File: src/rtl/memory_io_bridge.sv
// Data-memory bridge: routes processor accesses to block RAM or an IO window
// (TX FIFO, timer, GPIO). Optional RX holding register via MEMORY_IO_BRIDGE_RX_EN.
module memory_io_bridge #(
  parameter int unsigned          ADDR_SIZE       = 18,
  parameter int unsigned          WORD_SIZE       = 18,
  parameter logic [ADDR_SIZE-1:0] IO_BASE         = 18'h3FF00,
  parameter int unsigned          FIFO_DEPTH_LOG2 = 3
) (
  input  logic                 clock,
  input  logic                 reset,
  input  logic                 cpu_memory_write_enable,
  input  logic [ADDR_SIZE-1:0] cpu_memory_addr,
  input  logic [WORD_SIZE-1:0] cpu_memory_in,
  output logic [WORD_SIZE-1:0] cpu_memory_out,
  output logic                 ram_write_enable,
  output logic [ADDR_SIZE-1:0] ram_addr,
  output logic [WORD_SIZE-1:0] ram_in,
  input  logic [WORD_SIZE-1:0] ram_out,
  output logic [7:0]           tx_data,
  output logic                 tx_valid,
  input  logic                 tx_ready,
  output logic [WORD_SIZE-1:0] gpio_out
`ifdef MEMORY_IO_BRIDGE_RX_EN
  ,
  input  logic [7:0]           rx_data,
  input  logic                 rx_valid,
  output logic                 rx_ready
`endif
);

  localparam int unsigned DEPTH = 1 << FIFO_DEPTH_LOG2;
  localparam int unsigned CNT_W = FIFO_DEPTH_LOG2 + 1;

  typedef enum logic [7:0] {
    OFF_TX     = 8'h00,
    OFF_STATUS = 8'h01,
    OFF_TIMER  = 8'h02,
    OFF_GPIO   = 8'h03,
    OFF_RX     = 8'h04
  } io_reg_e;

  logic                       io_hit;
  logic [7:0]                 io_offset;
  logic                       io_write;

  logic [7:0]                 fifo_mem [DEPTH];
  logic [FIFO_DEPTH_LOG2-1:0] rd_ptr;
  logic [FIFO_DEPTH_LOG2-1:0] wr_ptr;
  logic [CNT_W-1:0]           count;
  logic                       full;
  logic                       empty;
  logic                       overflow;
  logic                       push_req;
  logic                       push_ok;
  logic                       pop;
  logic                       ovf_set;
  logic                       ovf_clr;

  logic [WORD_SIZE-1:0]       timer;
  logic [WORD_SIZE-1:0]       status_word;
  logic [WORD_SIZE-1:0]       io_rdata;
  logic [WORD_SIZE-1:0]       io_rdata_q;
  logic                       io_sel_q;

  // Address decode and RAM-side passthrough
  always_comb begin
    io_hit    = (cpu_memory_addr >= IO_BASE);
    io_offset = cpu_memory_addr[7:0];
    io_write  = cpu_memory_write_enable & io_hit;
  end

  assign ram_write_enable = cpu_memory_write_enable & ~io_hit;
  assign ram_addr         = cpu_memory_addr;
  assign ram_in           = cpu_memory_in;

  // TX FIFO control; a push into a full FIFO survives only if the head pops this cycle
  always_comb begin
    full     = (count == CNT_W'(DEPTH));
    empty    = (count == '0);
    tx_valid = ~empty;
    tx_data  = fifo_mem[rd_ptr];
    pop      = tx_valid & tx_ready;
    push_req = io_write && (io_offset == OFF_TX);
    push_ok  = push_req && (!full || pop);
    ovf_set  = push_req && full && !pop;
    ovf_clr  = io_write && (io_offset == OFF_STATUS) && cpu_memory_in[2];
  end

  always_ff @(posedge clock) begin
    if (reset) begin
      rd_ptr   <= '0;
      wr_ptr   <= '0;
      count    <= '0;
      overflow <= 1'b0;
    end else begin
      if (push_ok) wr_ptr <= wr_ptr + 1'b1;
      if (pop)     rd_ptr <= rd_ptr + 1'b1;
      case ({push_ok, pop})
        2'b10:   count <= count + 1'b1;
        2'b01:   count <= count - 1'b1;
        default: count <= count;
      endcase
      if (ovf_clr)      overflow <= 1'b0;
      else if (ovf_set) overflow <= 1'b1;
    end
  end

  always_ff @(posedge clock) begin
    if (push_ok) fifo_mem[wr_ptr] <= cpu_memory_in[7:0];
  end

  // Timer and GPIO; a timer write takes precedence over the increment
  always_ff @(posedge clock) begin
    if (reset) begin
      timer    <= '0;
      gpio_out <= '0;
    end else begin
      if (io_write && (io_offset == OFF_TIMER)) timer <= cpu_memory_in;
      else                                      timer <= timer + 1'b1;
      if (io_write && (io_offset == OFF_GPIO))  gpio_out <= cpu_memory_in;
    end
  end

`ifdef MEMORY_IO_BRIDGE_RX_EN
  logic       rx_full;
  logic [7:0] rx_byte;
  logic       rx_clr;

  assign rx_ready = ~rx_full;

  always_comb begin
    rx_clr = io_hit && !cpu_memory_write_enable && (io_offset == OFF_RX) && rx_full;
  end

  always_ff @(posedge clock) begin
    if (reset) begin
      rx_full <= 1'b0;
      rx_byte <= '0;
    end else if (rx_valid && rx_ready) begin
      rx_full <= 1'b1;
      rx_byte <= rx_data;
    end else if (rx_clr) begin
      rx_full <= 1'b0;
    end
  end
`endif

  // IO read value of the current offset, captured in the address cycle
  always_comb begin
    status_word = '0;
    status_word[FIFO_DEPTH_LOG2+3:0] = {count, overflow, full, empty};
    io_rdata = '0;
    case (io_offset)
      OFF_STATUS: io_rdata = status_word;
      OFF_TIMER:  io_rdata = timer;
      OFF_GPIO:   io_rdata = gpio_out;
`ifdef MEMORY_IO_BRIDGE_RX_EN
      OFF_RX:     io_rdata[9:0] = {rx_full, 1'b0, rx_byte};
`endif
      default:    io_rdata = '0;
    endcase
  end

  always_ff @(posedge clock) begin
    if (reset) begin
      io_sel_q   <= 1'b0;
      io_rdata_q <= '0;
    end else begin
      io_sel_q   <= io_hit;
      io_rdata_q <= io_rdata;
    end
  end

  assign cpu_memory_out = io_sel_q ? io_rdata_q : ram_out;

endmodule

File: config.mk
export PLATFORM = sky130hd
export DESIGN_NAME = memory_io_bridge
export DESIGN_NICKNAME = d
export VERILOG_FILES = /design/src/rtl/memory_io_bridge.sv
export SDC_FILE = /design/constraint.sdc
export NUM_CORES = 1
export LEC_CHECK = 0
export BUFFER_PORTS_ARGS = -buffer_cell sky130_fd_sc_hd__buf_2
export CAP_MARGIN = 0
export CORE_ASPECT_RATIO = 0.6
export CORE_MARGIN = 2
export CORE_UTILIZATION = 35
export CTS_CLUSTER_DIAMETER = 80
export DETAILED_ROUTE_END_ITERATION = 10
export PLACE_DENSITY = 0.54
export SLEW_MARGIN = 20
export SYNTH_ARGS = -nofsm -noshare
export SYNTH_HDL_FRONTEND = slang
export SYNTH_SLANG_ARGS = --single-unit
File: constraint.sdc
create_clock -name clock -period 3.4 [get_ports clock]
set_clock_uncertainty 0.2 [all_clocks]
set_input_delay 0.51 -clock clock [delete_from_list [all_inputs] [get_ports clock]]
set_output_delay 0.51 -clock clock [all_outputs]
set_load 0.005 [all_outputs]
==> impl_metrics.py <==
metrics = {
    "status": {
        "outcome": "completed",
    },
    "global_routing": {
        "first_global_vias": 4189,
        "grt_max_degree": 41,
        "grt_pass1_wl_mm": 24.7,
        "grt_busiest_layer": "met1",
        "use_met2_pct": 24.1,
        "grt_use_met1_pct": 27.3,
        "antenna_found_initial": 0,
        "gr-usage-met3_pct": 4.11,
        "grt-ovfl-total": 0,
        "track_usage_pct": 17.5,
    },
    "synth": {
        "yosysSeqAreaShare_pct": 54.0,
        "synthTopCellsByArea": "edfxtp_1, dfxtp_1, mux2_2",
        "synth_top_area_share_pct": 31.4,
        "syn-num-nets": 584,
        "synth_seq_cells": 133,
        "syn_area_per_cell_sq_um": 11.8,
        "synthCells": 520,
        "synth_edf_count": 64,
        "yosysTopAreaCell": "edfxtp_1",
        "synth_area_sq_um": 6120,
        "ys.warnings.count": 0,
        "synth_cell_types": 48,
        "synth_top_flop_cell": "dfxtp_1",
        "synthArstFlopShare_pct": 0,
    },
    "sta": {
        "hold_slack_ps": 170,
        "hold_viol": 0,
        "setup-tns-final_ps": 0,
        "tightest_slew_ps": 868,
        "slew_violations": 0,
        "fmax_mhz": 316,
        "finalSetupViolCount": 0,
        "rsz0062_at_grt": "false",
        "period_share_pct": 93.2,
        "slew_headroom_pct": 42.1,
        "period_needed_ps": 3170,
    },
    "min_path": {
        "hold_depth": 3,
        "hold-path-endpoint": "gpio_out[10]",
        "hp-class": "in -> reg",
        "hold_path.startpoint": "cpu_memory_in[10]",
    },
    "cts": {
        "cts_root_buf": "clkbuf_16",
        "clkSinkCount": 133,
        "post-cts-setup-buffer-count": 0,
        "cts.path.max_buffers": 2,
        "cts_buffers": 17,
        "cts_resized": 0,
        "htree_levels": 4,
        "cts_tree": "built",
        "cts-hold-fix-buffers": 0,
        "clkLatencyLatePin_ps": 420,
        "clkTransAtPathRegs_ps": 70,
    },
    "place": {
        "place_congestion": 0.861,
        "io_buffers": 139,
        "dpl_cell_area_sq_um": 6820,
        "dpl.hpwl_mm": 11.4,
    },
    "worst_setup_path": {
        "r2r_slack_ps": 230,
        "crit_path_max_fanout": 10,
        "start_kind": "register",
        "critPathCaptureType": "register",
        "r2r_cells": 10,
        "crit_type": "reg -> reg",
        "critical_path_arrival_ps": 3300,
        "r2r_end": "count[2]",
        "r2r_start": "count[0]",
        "worstPathRequired_ps": 3540,
    },
    "route": {
        "routedWlPerCell_microns": 18.6,
        "drtPass1Iterations": 9,
        "ant_nets": 0,
        "drtIter0Drc": 265,
        "num_vias": 4467,
        "routed_via_density": 5.12,
        "drt_wl_total_mm": 16.2,
        "drc": 0,
    },
    "floorplanning": {
        "fp.dieH_microns": 106,
        "start_util_pct": 35.7,
        "fp.dieW_microns": 175,
        "io-pin-count": 140,
        "core_sq_um": 17100,
        "dieArea_sq_um": 18600,
        "fp-row-count": 37,
    },
    "power_and_ir_drop": {
        "power_density_nw_per_um2": 490,
        "irDropWorstVdd_v": 0.000242,
        "p_leak_nw": 2.72,
        "p_total_mw": 3.63,
    },
    "cells_and_area": {
        "final_cell_area_sq_um": 7400,
        "drive_gt1_share_pct": 38.4,
        "area_growth_pct": 21.0,
        "fin_nets": 689,
        "mostFrequentLayoutCells": "buf_2, dfxtp_1, edfxtp_1",
        "fill_cells": 1660,
        "diodes": 0,
        "postLayoutCoreUtil_pct": 43.2,
        "multi_input_area_sq_um": 2360,
        "layout.area.seq_sq_um": 3300,
        "final_common_cell": "buf_2",
    },
    "job": {
        "drv_cap": 0,
    },
}
[flip-flops by register name, indices dropped and copies added, names as in the netlist, named ones only]
| signal | count |
|---|---|
| fifo_mem | 64 |
| gpio_out | 18 |
| io_rdata_q | 18 |
| timer | 18 |
| count | 4 |
| rd_ptr | 3 |
| wr_ptr | 3 |
| io_sel_q | 1 |
| overflow | 1 |
[cells by family after synthesis]
kind of cell               after synthesis  share of synthesized area [%]
DFF                                    133                           54.0
and+or+nand+nor                        128                           11.7
AOI/OAI and AO/OA                       94                           9.16
buffers and inverters                   80                           7.46
muxes                                   60                           13.7
xor gates and xnor gates                19                           2.72
adders and majority gates                6                           1.23
[cell usage after synthesis, drive strengths merged (2+ instances only)]
cell,n
dfxtp,69
edfxtp,64
buf,50
a21oi,34
mux2,32
nor2,30
nand3,28
o21ai,25
clkbuf,22
mux4,16
mux2i,12
o31ai,12
nand2,11
nor3,10
xor2,10
nor4,9
xnor2,9
a211oi,8
inv,8
nand4,8
a22oi,7
ha,6
and3,5
or3,5
and4,3
nor4b,3
or2,3
or4,3
a31oi,2
and2,2
nand2b,2
nand4b,2
nor2b,2
o2111ai,2
[how the worst max path moves through the flow]
stage	startpoint	endpoint	slack (ps)	depth (start not counted)
floorplan	cpu_memory_addr[3]	fifo_mem[1][0]	400	5
global placement	count[0]	count[2]	300	10
detailed placement	count[0]	count[2]	190	10
global route	count[0]	count[2]	80	10
finish	count[0]	count[2]	230	10
CTS	count[0]	count[2]	130	10
[where the power goes]
part | total [mW] | leakage, nW | internal [mW] | switching, mW
combinational | 0.157 | 1.30 | 0.0702 | 0.0871
sequential | 1.68 | 1.13 | 1.68 | 0.00534
clock | 1.79 | 0.287 | 1.01 | 0.776
[per-layer routing]
metal | vias up | wire length (microns) | part of all wire (%)
met3 | 11 | 1020 | 6.3
met5 | - | 0 | 0
met4 | 0 | 112 | 0.69
li1 | 2126 | - | -
met2 | 162 | 6800 | 42
met1 | 2168 | 8270 | 51
[worst max-delay path: stages (launching register included)]
cell	delay (ps)
dfxtp_1	380
or4b_4	590
o2111ai_1	370
or2_4	260
ha_1	270
xor2_1	170
ha_1	160
a21oi_1	50
xor2_1	170
or3_1	310
a21oi_1	180
[per-stage QoR]
step | setup slack, ps | cells
global placement | 299 | 840
finish | 232 | 872
detailed placement | 186 | 840
floorplan | 397 | 520
CTS | 133 | 872
global route | 75.6 | 872
[final cells by class]
class	count	share of cell area [%]
Sequential cell	133	44.6
Multi-Input combinational cell	307	31.9
Timing Repair Buffer	158	11.3
Clock buffer	18	6.08
Tap cell	234	3.95
Clock inverter	14	1.72
Inverter	8	0.406
(Power assumes the default switching activity.)
